### config.mk
export PLATFORM = sky130hd
export DESIGN_NAME = dot_product_datapath_flat
export DESIGN_NICKNAME = d
export VERILOG_FILES = /design/src/rtl/dot_product_datapath_pkg.sv /design/src/rtl/dot_product_datapath_if.sv /design/src/rtl/dp_mul_stage.sv /design/src/rtl/dot_product_datapath.sv /design/src/flat_wrapper.sv
export SDC_FILE = /design/constraint.sdc
export NUM_CORES = 1
export LEC_CHECK = 0
export ABC_AREA = 0
export CAP_MARGIN = 0
export CORE_ASPECT_RATIO = 0.5
export CORE_MARGIN = 2
export CORE_UTILIZATION = 41
export DETAILED_ROUTE_END_ITERATION = 7
export MAX_ROUTING_LAYER = met4
export PLACE_DENSITY = 0.67
export SYNTH_ARGS = -nofsm -noshare
export SYNTH_HDL_FRONTEND = slang
export SYNTH_HIERARCHICAL = 1
export SYNTH_SLANG_ARGS = --single-unit
export TNS_END_PERCENT = 1
### constraint.sdc
create_clock -name clk -period 11 [get_ports clk]
set_input_delay 3.3 -clock clk [delete_from_list [all_inputs] [get_ports clk]]
set_output_delay 3.3 -clock clk [all_outputs]
set_load 0.005 [all_outputs]
### src/rtl/dot_product_datapath_pkg.sv
// Shared definitions for the dot-product compute stage: default sizes, derived
// widths, pipeline depth and the FSM state encoding.
package dot_product_datapath_pkg;

  localparam int DATA_WIDTH        = 8;
  localparam int ADDR_WIDTH        = 4;
  localparam int NUMS_DATA_IN_BITS = 4;

  // Rd_Valid -> Prod_Wr_En latency; MEMController sizes its Pipeline_Tail from this.
  localparam int PIPE_DEPTH = 4;

  typedef enum logic [1:0] {
    IDLE  = 2'd0,
    RUN   = 2'd1,
    DRAIN = 2'd2,
    DONE  = 2'd3
  } dp_state_e;

  function automatic int prod_width(input int data_width);
    return 2 * data_width;
  endfunction

  function automatic int acc_width(input int data_width, input int nums_data_in_bits);
    return prod_width(data_width) + nums_data_in_bits;
  endfunction

endpackage

### src/rtl/dot_product_datapath_if.sv
// Bus between MEMController/SRAM side and the dot-product datapath: read-side
// inputs in, product write port and dot-product status out.
interface dot_product_datapath_if #(
  parameter int Data_Width        = dot_product_datapath_pkg::DATA_WIDTH,
  parameter int Addr_Width        = dot_product_datapath_pkg::ADDR_WIDTH,
  parameter int Nums_Data_in_bits = dot_product_datapath_pkg::NUMS_DATA_IN_BITS
);

  localparam int Prod_Width = dot_product_datapath_pkg::prod_width(Data_Width);
  localparam int Acc_Width  = dot_product_datapath_pkg::acc_width(Data_Width, Nums_Data_in_bits);

  logic                         start;
  logic                         Rd_Valid;
  logic [Addr_Width-1:0]        Rd_Addr;
  logic [Data_Width-1:0]        Data_A;
  logic [Data_Width-1:0]        Data_B;
  logic                         Prod_Wr_En;
  logic [Addr_Width-1:0]        Prod_Wr_Addr;
  logic [Prod_Width-1:0]        Prod_Data;
  logic [Acc_Width-1:0]         Dot_Sum;
  logic                         Dot_Valid;
  logic                         busy;
  logic [Nums_Data_in_bits:0]   elem_count;

  modport master (
    output start, Rd_Valid, Rd_Addr, Data_A, Data_B,
    input  Prod_Wr_En, Prod_Wr_Addr, Prod_Data, Dot_Sum, Dot_Valid, busy, elem_count
  );

  modport slave (
    input  start, Rd_Valid, Rd_Addr, Data_A, Data_B,
    output Prod_Wr_En, Prod_Wr_Addr, Prod_Data, Dot_Sum, Dot_Valid, busy, elem_count
  );

endinterface

### src/rtl/dp_mul_stage.sv
// S1 -> S2 pipeline stage: multiplies the captured SRAM words and registers the
// product with its valid bit and address. Kept separate so the multiplier can be swapped.
module dp_mul_stage
  import dot_product_datapath_pkg::*;
#(
  parameter  int Data_Width = DATA_WIDTH,
  parameter  int Addr_Width = ADDR_WIDTH,
  localparam int Prod_Width = prod_width(Data_Width)
) (
  input  logic                  clk,
  input  logic                  reset_i,
  input  logic                  valid_i,
  input  logic [Addr_Width-1:0] addr_i,
  input  logic [Data_Width-1:0] a_i,
  input  logic [Data_Width-1:0] b_i,
  output logic                  valid_o,
  output logic [Addr_Width-1:0] addr_o,
  output logic [Prod_Width-1:0] prod_o
);

  logic                  valid_q;
  logic [Addr_Width-1:0] addr_q;
  logic [Prod_Width-1:0] prod_d, prod_q;

  // NOTE: every always_comb output gets a default first so no path can infer a latch.
  always_comb begin
    prod_d = '0;
    if (valid_i) begin
      prod_d = Prod_Width'(a_i) * Prod_Width'(b_i);
    end
  end

  // NOTE: state is updated with <= only, so all registers sample the same pre-edge values.
  always_ff @(posedge clk) begin
    if (reset_i) begin
      // NOTE: data registers are reset too, so the product bus reads 0 straight out of reset.
      valid_q <= 1'b0;
      addr_q  <= '0;
      prod_q  <= '0;
    end else begin
      valid_q <= valid_i;
      addr_q  <= addr_i;
      prod_q  <= prod_d;
    end
  end

  assign valid_o = valid_q;
  assign addr_o  = addr_q;
  assign prod_o  = prod_q;

endmodule

### src/rtl/dot_product_datapath.sv
// Dot-product compute stage: 4-stage multiply pipeline fed by the input SRAM reads,
// per-element product writes to the output SRAM, and an accumulated sum with done pulse.
module dot_product_datapath
  import dot_product_datapath_pkg::*;
#(
  parameter int Data_Width        = DATA_WIDTH,
  parameter int Addr_Width        = ADDR_WIDTH,
  parameter int Nums_Data_in_bits = NUMS_DATA_IN_BITS
) (
  input logic                   clk,
  input logic                   Comp_reset,
  dot_product_datapath_if.slave bus
);

  localparam int Prod_Width = prod_width(Data_Width);
  localparam int Acc_Width  = acc_width(Data_Width, Nums_Data_in_bits);
  localparam int Cnt_Width  = Nums_Data_in_bits + 1;
  localparam logic [Cnt_Width-1:0] Nums_Data = Cnt_Width'(1 << Nums_Data_in_bits);

  dp_state_e             state_q, state_d;
  logic [Cnt_Width-1:0]  count_q, count_d;
  logic [Acc_Width-1:0]  acc_q, acc_d;
  logic                  accept;
  logic                  clear_acc;
  logic                  pipe_empty;

  logic                  s0_valid_q, s0_valid_d;
  logic [Addr_Width-1:0] s0_addr_q, s0_addr_d;
  logic                  s1_valid_q;
  logic [Addr_Width-1:0] s1_addr_q;
  logic [Data_Width-1:0] s1_a_q, s1_b_q;
  logic                  s2_valid;
  logic [Addr_Width-1:0] s2_addr;
  logic [Prod_Width-1:0] s2_prod;
  logic                  s3_valid_q;
  logic [Addr_Width-1:0] s3_addr_q, s3_addr_d;
  logic [Prod_Width-1:0] s3_prod_q, s3_prod_d;

  assign pipe_empty = !(s0_valid_q || s1_valid_q || s2_valid || s3_valid_q);

  // Only RUN admits elements; once Nums_Data are in, further strobes never enter S0.
  always_comb begin : fsm_next
    state_d   = state_q;
    count_d   = count_q;
    accept    = 1'b0;
    clear_acc = 1'b0;
    unique case (state_q)
      IDLE: begin
        if (bus.start) begin
          state_d   = RUN;
          count_d   = '0;
          clear_acc = 1'b1;
        end
      end
      RUN: begin
        if (bus.Rd_Valid) begin
          accept  = 1'b1;
          count_d = count_q + 1'b1;
          if (count_d == Nums_Data) begin
            state_d = DRAIN;
          end
        end
      end
      DRAIN: begin
        if (pipe_empty) begin
          state_d = DONE;
        end
      end
      DONE:    state_d = IDLE;
      default: state_d = IDLE;
    endcase
  end

  always_comb begin : pipe_next
    s0_valid_d = accept;
    s0_addr_d  = accept ? bus.Rd_Addr : '0;
    s3_addr_d  = s2_valid ? s2_addr : '0;
    s3_prod_d  = s2_valid ? s2_prod : '0;
    acc_d      = acc_q;
    if (clear_acc) begin
      acc_d = '0;
    end else if (s2_valid) begin
      acc_d = acc_q + Acc_Width'(s2_prod);
    end
  end

  always_ff @(posedge clk) begin
    if (Comp_reset) begin
      state_q    <= IDLE;
      count_q    <= '0;
      acc_q      <= '0;
      s0_valid_q <= 1'b0;
      s0_addr_q  <= '0;
      s1_valid_q <= 1'b0;
      s1_addr_q  <= '0;
      s1_a_q     <= '0;
      s1_b_q     <= '0;
      s3_valid_q <= 1'b0;
      s3_addr_q  <= '0;
      s3_prod_q  <= '0;
    end else begin
      state_q    <= state_d;
      count_q    <= count_d;
      acc_q      <= acc_d;
      s0_valid_q <= s0_valid_d;
      s0_addr_q  <= s0_addr_d;
      s1_valid_q <= s0_valid_q;
      s1_addr_q  <= s0_addr_q;
      s1_a_q     <= bus.Data_A;
      s1_b_q     <= bus.Data_B;
      s3_valid_q <= s2_valid;
      s3_addr_q  <= s3_addr_d;
      s3_prod_q  <= s3_prod_d;
    end
  end

  dp_mul_stage #(
    .Data_Width (Data_Width),
    .Addr_Width (Addr_Width)
  ) u_mul (
    .clk     (clk),
    .reset_i (Comp_reset),
    .valid_i (s1_valid_q),
    .addr_i  (s1_addr_q),
    .a_i     (s1_a_q),
    .b_i     (s1_b_q),
    .valid_o (s2_valid),
    .addr_o  (s2_addr),
    .prod_o  (s2_prod)
  );

  assign bus.Prod_Wr_En   = s3_valid_q;
  assign bus.Prod_Wr_Addr = s3_addr_q;
  assign bus.Prod_Data    = s3_prod_q;
  assign bus.Dot_Sum      = acc_q;
  assign bus.Dot_Valid    = (state_q == DONE);
  assign bus.busy         = (state_q == RUN) || (state_q == DRAIN);
  assign bus.elem_count   = count_q;

endmodule

### src/flat_wrapper.sv
// flat-port wrapper written by rule: the top's interface ports become plain ports
module dot_product_datapath_flat import dot_product_datapath_pkg::*;
#(
  parameter int Data_Width        = DATA_WIDTH,
  parameter int Addr_Width        = ADDR_WIDTH,
  parameter int Nums_Data_in_bits = NUMS_DATA_IN_BITS
)
  (clk, Comp_reset, bus_start, bus_Rd_Valid, bus_Rd_Addr, bus_Data_A, bus_Data_B, bus_Prod_Wr_En, bus_Prod_Wr_Addr, bus_Prod_Data, bus_Dot_Sum, bus_Dot_Valid, bus_busy, bus_elem_count);
  dot_product_datapath_if #(.Data_Width(Data_Width), .Addr_Width(Addr_Width), .Nums_Data_in_bits(Nums_Data_in_bits)) bus_i ();
  input logic clk;
  input logic Comp_reset;
  input wire logic [$bits(bus_i.start)-1:0] bus_start;
  input wire logic [$bits(bus_i.Rd_Valid)-1:0] bus_Rd_Valid;
  input wire logic [$bits(bus_i.Rd_Addr)-1:0] bus_Rd_Addr;
  input wire logic [$bits(bus_i.Data_A)-1:0] bus_Data_A;
  input wire logic [$bits(bus_i.Data_B)-1:0] bus_Data_B;
  output wire logic [$bits(bus_i.Prod_Wr_En)-1:0] bus_Prod_Wr_En;
  output wire logic [$bits(bus_i.Prod_Wr_Addr)-1:0] bus_Prod_Wr_Addr;
  output wire logic [$bits(bus_i.Prod_Data)-1:0] bus_Prod_Data;
  output wire logic [$bits(bus_i.Dot_Sum)-1:0] bus_Dot_Sum;
  output wire logic [$bits(bus_i.Dot_Valid)-1:0] bus_Dot_Valid;
  output wire logic [$bits(bus_i.busy)-1:0] bus_busy;
  output wire logic [$bits(bus_i.elem_count)-1:0] bus_elem_count;
  assign bus_i.start = bus_start;
  assign bus_i.Rd_Valid = bus_Rd_Valid;
  assign bus_i.Rd_Addr = bus_Rd_Addr;
  assign bus_i.Data_A = bus_Data_A;
  assign bus_i.Data_B = bus_Data_B;
  assign bus_Prod_Wr_En = bus_i.Prod_Wr_En;
  assign bus_Prod_Wr_Addr = bus_i.Prod_Wr_Addr;
  assign bus_Prod_Data = bus_i.Prod_Data;
  assign bus_Dot_Sum = bus_i.Dot_Sum;
  assign bus_Dot_Valid = bus_i.Dot_Valid;
  assign bus_busy = bus_i.busy;
  assign bus_elem_count = bus_i.elem_count;
  dot_product_datapath #(.Data_Width(Data_Width), .Addr_Width(Addr_Width), .Nums_Data_in_bits(Nums_Data_in_bits)) u_core (.clk(clk), .Comp_reset(Comp_reset), .bus(bus_i));
endmodule
* Yosys cells after proc, flatten, opt, wreduce, memory -nomap -nowiden *
Index checks and enable logic that the tools add are counted.
W data, S select, Z words.

storage, ports and cells
  output and inout port bits = 48
  bits in registers = 95
  input bits = 24
  logic and storage cells = 53

operators by class
  mux-type cells = 12
  eq/ne operators = 8
  bitwise gates (word level) = 3
  add/subtract/negate cells = 2
  multiply operators = 1
  reductions and logical operators = 12

operators by type and width
  operator               number
  $add A20 B16 Y20       1
  $mul A8 B8 Y16         1
  $mux W5                2
  $pmux W5 S2            1
  $mux W2                4
  $pmux W2 S4            1
  $reduce_or A2 Y1       4
  $ne A2 B2 Y1 const B   3
  $add A5 B1 Y5 const B  1
  $eq A5 B5 Y1 const B   1
  $eq A2 B2 Y1 const B   2
  $logic_or A1 B1 Y1     4
  $mux W1                4
  $reduce_and A4 Y1      1
  $not A1 Y1             3
  $reduce_and A3 Y1      1
  $eq A2 B1 Y1 const B   1
  $logic_not A2 Y1       1
  $ne A2 B1 Y1 const B   1
  $reduce_bool A2 Y1     1

* Logic depth before layout (Yosys ltp) *
Gate-level depths: netlist (run 1).

  depth in word-level cells = 5
  depth in mapped cells = 16
  depth with buffers taken out = 15

* Modules after synthesis *
Netlist (run 1), hierarchy kept.

modules (own cells, without submodules)
  module                times used  cells an instance  sequential area each (um^2)  area an instance (um^2)
  dot_product_datapath  1           336                1,481.4                      3,183.1
  dp_mul_stage          1           294                420.4                        2,698.8

* Worst setup path after synthesis (run 1) *
OpenSTA, ideal clock, no wires.

  kind = input to register
  from = input Comp_reset
  to = register u_core.u_mul.prod_q[15], in the netlist u_core/u_mul/prod_o[15]
  buffers on the path = 1
  stages = 5
  data arrival time = 4.032 ns
  required time = 10.871 ns
  path slack = 6.840 ns
  setup time = 0.129 ns
  path through = nand2b_1 -> clkbuf_1 -> nor4_1 -> a31oi_1 -> o211ai_1

between the ends
  longest elaborated chain between the ends = 1

RTL lines
  what                               line                RTL
  start, declared                    flat_wrapper.sv:11  input logic Comp_reset;
  $reduce_or A2 Y1 (no source line)  --
  end signal, assigned               dp_mul_stage.sv:43  prod_q <= prod_d;
  end, declared                      dp_mul_stage.sv:23  logic [Prod_Width-1:0] prod_d, prod_q;

No other way between the ends.
A chain may end at the register's enable or synchronous reset.

* Worst setup path after layout (run 1) *
Same ends and word-level chain as after synthesis.

==> run metrics, run 1 <==
die height=88.7 um; worst vdd ir=0.0749 mV; count of yosys warnings during synthesis=6; Flop pwr share=45.2%; DR pass1 iterations=4; final instance area=0.00707 sq mm; buffers added on ports=71; DRC Markers=0; clock power share=37.8%; clock root buffer=clkbuf_16; CTS max path bufs=2; fmax=195 MHz; RSZ-0062 raised after global routing=no; LEAKAGE=0.00300 uW; post-synthesis cell count=630; Hold Fails Final Rpt=0; post-synthesis sequential area ratio=32.3%; via count=4443; post-route setup TNS=0 ns; grt met2 use=26.3%; GR Util met3=3.65%; clk_skew=0.00820 ns; Die X=173 um; CORE AREA=0.0138 sq mm; Distinct cells, synth=58; vias per cell=4.95; area occupied by multi-input gates=0.00370 sq mm; GRT Max-Usage Layer=met2; CTS tree=built; initial core utilization=42.7%; placed cells=882; final WL=12500 um; sw frac=27.5%; Syn Nets=749; Yosys reg bits=95; Mapped Area=0.00588 sq mm; Yosys top cell area share=32.3%; Setup-failing EPs final=0; FF+latch area=0.00190 sq mm; Clock Latency Late Sink=0.34 ns; EDFF count, synth=0; top_reg_cell synth=dfxtp_1; leading area contributor after synthesis=dfxtp_1; number of H-tree levels=3; drt initial violations=250; combinational power share=17.0%; max-cap viol count=0; # fillers=1261; share of post-route cells with drive strength above 1=4.26%; total power=814 uW; ys async rst share=0%; crit start category=primary input; CTS Hold Bufs=0; Layout Cells excl Fill=897; GRT met1 Usage=24.2%; largest net degree at the start of global routing=38; P per Cell Area=115 mW/mm^2; Final Cycle Share=46.5%; worst hold path class=reg -> reg; internal power=590 uW; GRT overflow=0; crit path kind=in -> reg; Avg Cell Area, Syn=9.34 sq um; CP endpoint kind=register; post-DP HPWL=9890 um; worst rel slew slack=20.4%; total track usage=17.6%; Worst Path Max Fanout=37; Worst-Margin Slew=1.19 ns; Slew Viols, Final=0; Routed WL per cell=14.0 um; outcome=complete, no violations; Ant. Diodes=0; # IOs=72; first-pass GRT wire length=21100 um; vias in the first global route=4388; die area=0.0154 sq mm; register clock-pin slew on the reported worst setup and hold paths=0.06 ns; GPL Wtd Cong=0.861; CTS Buf Count=9; post-CTS sizing=0; Site Rows=30; critical path arrival=5.34 ns; setup repair bufs after CTS=0; Routed Antenna Nets=0; Area after DPL=0.00679 sq mm; initial antenna violation count=0; clk sinks=95; synthesis-to-layout area growth=20.3%; WP data required=11.22 ns; Post-Route Utilization=51.4%; # nets final=820; Net Sw Power=224 uW; top cells by area, synth=dfxtp_1 32%, fa_1 13%, ha_1 12%; Final min period=5.12 ns
==> power by group through the flow <==
stage               combinational [uW]  sequential, uW  clock (uW)
global route                       158             369         329
detailed placement                 138             375           0
global placement                   133             375           0
finish                             139             368         308
floorplan                         96.8             369           0
CTS                                140             368         317
==> logic make-up (layout without fill, tap and decap cells) <==
family	after synthesis	after routing	synth area share [%]
simple gates	237	237	21.9
compound gates	110	110	12.6
fa+ha+maj	95	95	24.9
flops	95	95	32.3
buf+inv	71	146	4.68
xor+xnor	12	12	1.79
mux	10	10	1.72
==> per-layer routing <==
metal | wire [um] | part of all wire (%)
met1 | 6650 | 53
met2 | 5270 | 42
met3 | 466 | 3.7
met5 | 0 | 0
met4 | 144 | 1.1
==> metrics by stage <==
step           hold slack [ns]  setup slack, ns
3_3_place_gp             0.408             5.61
2_1_floorplan            0.406             6.84
3_5_place_dp             0.415             5.49
5_1_grt                  0.447             5.62
6_report                 0.419             5.88
4_1_cts                  0.423             5.87
==> cell usage after synthesis, types with 2 or more instances <==
| library cell | number |
|---|---|
| dfxtp_1 | 95 |
| and2_1 | 74 |
| ha_1 | 58 |
| inv_1 | 58 |
| nand2_1 | 40 |
| fa_1 | 37 |
| nor2_1 | 36 |
| nor2b_1 | 28 |
| a21oi_1 | 27 |
| o21ai_0 | 21 |
| nand3_1 | 17 |
| nor3_1 | 15 |
| clkbuf_1 | 10 |
| mux2i_1 | 9 |
| a211oi_1 | 8 |
| o31ai_1 | 7 |
| xnor2_1 | 6 |
| xor2_1 | 6 |
| a21o_1 | 5 |
| o211ai_1 | 5 |
| o21ai_1 | 5 |
| o21bai_1 | 5 |
| a211oi_2 | 4 |
| nand2b_1 | 4 |
| and3_1 | 3 |
| nand4_1 | 3 |
| nor4_1 | 3 |
| o31a_1 | 3 |
| a21boi_0 | 2 |
| a31oi_1 | 2 |
| nand3b_1 | 2 |
| o21a_1 | 2 |
| o31a_2 | 2 |
| o41ai_1 | 2 |
| or3_1 | 2 |
| or4_1 | 2 |
==> worst paths after layout <==
kind	cells after the start	end	start	slack (ns)
setup / recovery	7	u_core/u_mul/prod_o[15]	Comp_reset	5.88
hold / removal	1	u_core/bus.Prod_Wr_Addr[3]	u_core/u_mul/addr_o[3]	0.42
setup reg to reg	13	u_core/u_mul/prod_o[14]	u_core/s1_a_q[3]	6.64
hold reg to reg	1	u_core/bus.Prod_Wr_Addr[3]	u_core/u_mul/addr_o[3]	0.42
==> sequential cells by signal, indices dropped and copies added, names as in the netlist <==
register / count
u_core/s1_valid_q: 1
u_core/s1_a_q: 8
u_core/s1_b_q: 8
u_core/s0_valid_q: 1
u_core/s0_addr_q: 4
u_core/bus.Prod_Data: 16
u_core/bus.Dot_Sum: 20
u_core/u_mul/prod_o: 16
u_core/u_mul/addr_o: 4
u_core/bus.Prod_Wr_Addr: 4
u_core/bus.Prod_Wr_En: 1
u_core/bus.elem_count: 5
u_core/s1_addr_q: 4
u_core/state_q: 2
u_core/u_mul/valid_o: 1
==> layout make-up <==
class | count | share of cell area [%]
tap | 192 | 3.40
multi-input combinational | 464 | 52.4
clock buffer | 11 | 3.29
timing repair buffer | 72 | 10.2
inverter | 59 | 3.13
clock inverter | 4 | 0.778
sequential | 95 | 26.9
==> critical path, cell delays in order <==
cell and delay (ns):
clkdlybuf4s50_1 0.45, buf_4 0.33, nand2b_1 0.45, clkinv_1 0.36
nand3_1 0.20, mux2_2 0.16, o211ai_1 0.08
==> cell usage in the layout, fill, tap and decap left out, types with 2 or more instances in the layout <==
| cell | synthesis | final |
|---|---|---|
| a211oi_1 | 8 | 8 |
| a211oi_2 | 4 | 4 |
| a21boi_0 | 2 | 2 |
| a21o_1 | 5 | 5 |
| a21oi_1 | 27 | 27 |
| a31oi_1 | 2 | 2 |
| and2_1 | 74 | 74 |
| and3_1 | 3 | 3 |
| clkbuf_1 | 10 | 2 |
| clkbuf_16 | 0 | 9 |
| clkdlybuf4s50_1 | 0 | 71 |
| dfxtp_1 | 95 | 95 |
| fa_1 | 37 | 37 |
| ha_1 | 58 | 58 |
| inv_1 | 58 | 58 |
| mux2i_1 | 9 | 9 |
| nand2_1 | 40 | 40 |
| nand2b_1 | 4 | 4 |
| nand3_1 | 17 | 17 |
| nand3b_1 | 2 | 2 |
| nand4_1 | 3 | 3 |
| nor2_1 | 36 | 36 |
| nor2b_1 | 28 | 28 |
| nor3_1 | 15 | 15 |
| nor4_1 | 3 | 3 |
| o211ai_1 | 5 | 5 |
| o21a_1 | 2 | 2 |
| o21ai_0 | 21 | 21 |
| o21ai_1 | 5 | 5 |
| o21bai_1 | 5 | 5 |
| o31a_1 | 3 | 3 |
| o31a_2 | 2 | 2 |
| o31ai_1 | 7 | 7 |
| o41ai_1 | 2 | 2 |
| or3_1 | 2 | 2 |
| or4_1 | 2 | 2 |
| xnor2_1 | 6 | 6 |
| xor2_1 | 6 | 6 |
Note: power is estimated with default switching activity, not from simulation.
==> inputs of run 2 (changes only) <==
--- a/config.mk
+++ b/config.mk
@@ -12,7 +12,7 @@
 export CORE_UTILIZATION = 41
 export DETAILED_ROUTE_END_ITERATION = 7
 export MAX_ROUTING_LAYER = met4
-export PLACE_DENSITY = 0.67
+export PLACE_DENSITY = 0.69
 export SYNTH_ARGS = -nofsm -noshare
 export SYNTH_HDL_FRONTEND = slang
 export SYNTH_HIERARCHICAL = 1
==> constraint.sdc (replaced) <==
create_clock -name clk -period 4.3 [get_ports clk]
set_input_delay 1.29 -clock clk [delete_from_list [all_inputs] [get_ports clk]]
set_output_delay 1.29 -clock clk [all_outputs]
set_load 0.005 [all_outputs]
==> run 2 against run 1 <==
Effect of this change: combinational power grew to 2.6 times the previous value; first-iteration DRC count is 5.2% higher; cell area grew 0.92%; non-clock buffer count grew 3; sequential share of layout area is 0.052 points lower; count of clock-buffer cells in the layout is the same; hold slack better by 0.00080 ns; final cell count rose by 0.45%; critical path depth increased by 7; die area unchanged; clock power increased to 2.6 times the previous value; critical path type is now reg -> reg; largest power group unchanged.
==> run metrics, run 2 (same netlist as run 1, synthesis figures left out) <==
Die X=173 um; total power=2110 uW; Routed Antenna Nets=0; Ant. Diodes=0; outcome=complete, no violations; largest net degree at the start of global routing=37; vias in the first global route=4262; FF-to-FF setup slack=0.21 ns; Slew Viols, Final=0; GRT overflow=0; Post-Route Utilization=51.8%; CTS max path bufs=2; Area after DPL=0.00681 sq mm; Worst R2R End=u_core/u_mul/prod_o[14]; final instance area=0.00714 sq mm; Site Rows=30; final hold slack=0.420 ns; die height=88.7 um; clk sinks=95; post-route setup TNS=0 ns; # nets final=823; P per Cell Area=295 mW/mm^2; drt initial violations=263; share of post-route cells with drive strength above 1=6.77%; crit path from=u_core/s1_a_q[3]; worst reg2reg startpoint=u_core/s1_a_q[3]; worst rel slew slack=20.8%; post-DP HPWL=9870 um; max reg flops=20; initial core utilization=42.7%; most frequent cells in the layout=84 x dfxtp_1, 74 x and2_1, 71 x clkdlybuf4s50_1, 58 x inv_1, 57 x ha_1; register clock-pin slew on the reported worst setup and hold paths=0.07 ns; RSZ-0062 raised after global routing=no; crit start category=register; clk_skew=0.00752 ns; GPL Wtd Cong=0.916; die area=0.0154 sq mm; Setup-failing EPs final=0; worst hold path class=reg -> reg; worst vdd ir=0.201 mV; Worst-Margin Slew=1.18 ns; DR pass1 iterations=5; final WL=12700 um; fmax=245 MHz; synthesis-to-layout area growth=21.4%; initial antenna violation count=0; LEAKAGE=0.00302 uW; CTS Hold Bufs=0; number of H-tree levels=3; first-pass GRT wire length=21300 um; CORE AREA=0.0138 sq mm; crit path kind=reg -> reg; WP data required=4.50 ns; CTS Buf Count=9; Final min period=4.09 ns; DRC Markers=0; cells on worst reg2reg path=14; Routed WL per cell=14.1 um; max-cap viol count=0; Clock Latency Late Sink=0.34 ns; critical path arrival=4.29 ns; buffers added on ports=71; # IOs=72; vias per cell=4.98; most common cell after layout, fill and taps aside=dfxtp_1; CTS tree=built; via count=4483; CP endpoint kind=register; Hold Fails Final Rpt=0; clock root buffer=clkbuf_16; Worst Path Max Fanout=8; Final Cycle Share=95.0%; Critical Path End=u_core/u_mul/prod_o[14]; total track usage=17.9%
==> run 2: per-stage QoR <==
| step | setup WS, ns | std cells |
|---|---|---|
| 3_3_place_gp | 0.162 | 885 |
| 3_5_place_dp | 0.134 | 885 |
| 2_1_floorplan | 0.265 | 630 |
| 6_report | 0.213 | 901 |
| 5_1_grt | 0.0204 | 901 |
| 4_1_cts | 0.103 | 901 |
==> run 2: worst min path at each step <==
stage,start,end,slack [ns],depth (start not counted)
global placement,u_core/u_mul/addr_o[0],u_core/bus.Prod_Wr_Addr[0],0.41,1
CTS,u_core/u_mul/addr_o[3],u_core/bus.Prod_Wr_Addr[3],0.42,1
global route,u_core/u_mul/addr_o[0],u_core/bus.Prod_Wr_Addr[0],0.44,1
finish,u_core/u_mul/addr_o[3],u_core/bus.Prod_Wr_Addr[3],0.42,1
floorplan,u_core/u_mul/addr_o[0],u_core/bus.Prod_Wr_Addr[0],0.41,1
detailed placement,u_core/u_mul/addr_o[3],u_core/bus.Prod_Wr_Addr[3],0.41,1
==> run 2: timing repair <==
item / 4_1_cts / 5_1_grt
setup endpoints to repair: 0 / 4
resized for setup: 0 / 13
buffers inserted: 0 / 0
==> run 2: metal layers <==
layer,routed length [um],share of wire (%),vias to the layer above,GRT usage (%)
met4,108,0.85,0,4.78
li1,-,-,2279,-
met2,5510,43,103,27.7
met5,0,0,-,-
met1,6400,50,2091,24.0
met3,707,5.6,10,3.91
==> run 2: area by class of cell <==
cell class / count / area, sq um
inverters: 59 / 221
fillers: 1263 / 6640
clock inverters: 5 / 56.3
well taps: 192 / 240
flip-flops and latches: 95 / 1920
multi-input cells: 464 / 3720
clock buffers: 11 / 243
repair buffers: 75 / 741
==> run 2: power by group <==
| group | switching, uW | internal (uW) | total (uW) |
|---|---|---|---|
| Clock | 340 | 467 | 808 |
| Sequential | 28.1 | 908 | 936 |
| Combinational | 205 | 160 | 366 |
| Total | 574 | 1530 | 2110 |
==> run 2: worst max-delay path, stage by stage (launching register included) <==
cell and delay (ns):
dfxtp_2 0.35, and2_1 0.18, fa_1 0.54, inv_1 0.06, fa_1 0.47, inv_1 0.05, fa_1 0.52, inv_1 0.05
fa_1 0.52, inv_1 0.06, ha_4 0.29, or3b_4 0.39, a211oi_2 0.25, o31a_2 0.16, nor3_2 0.04
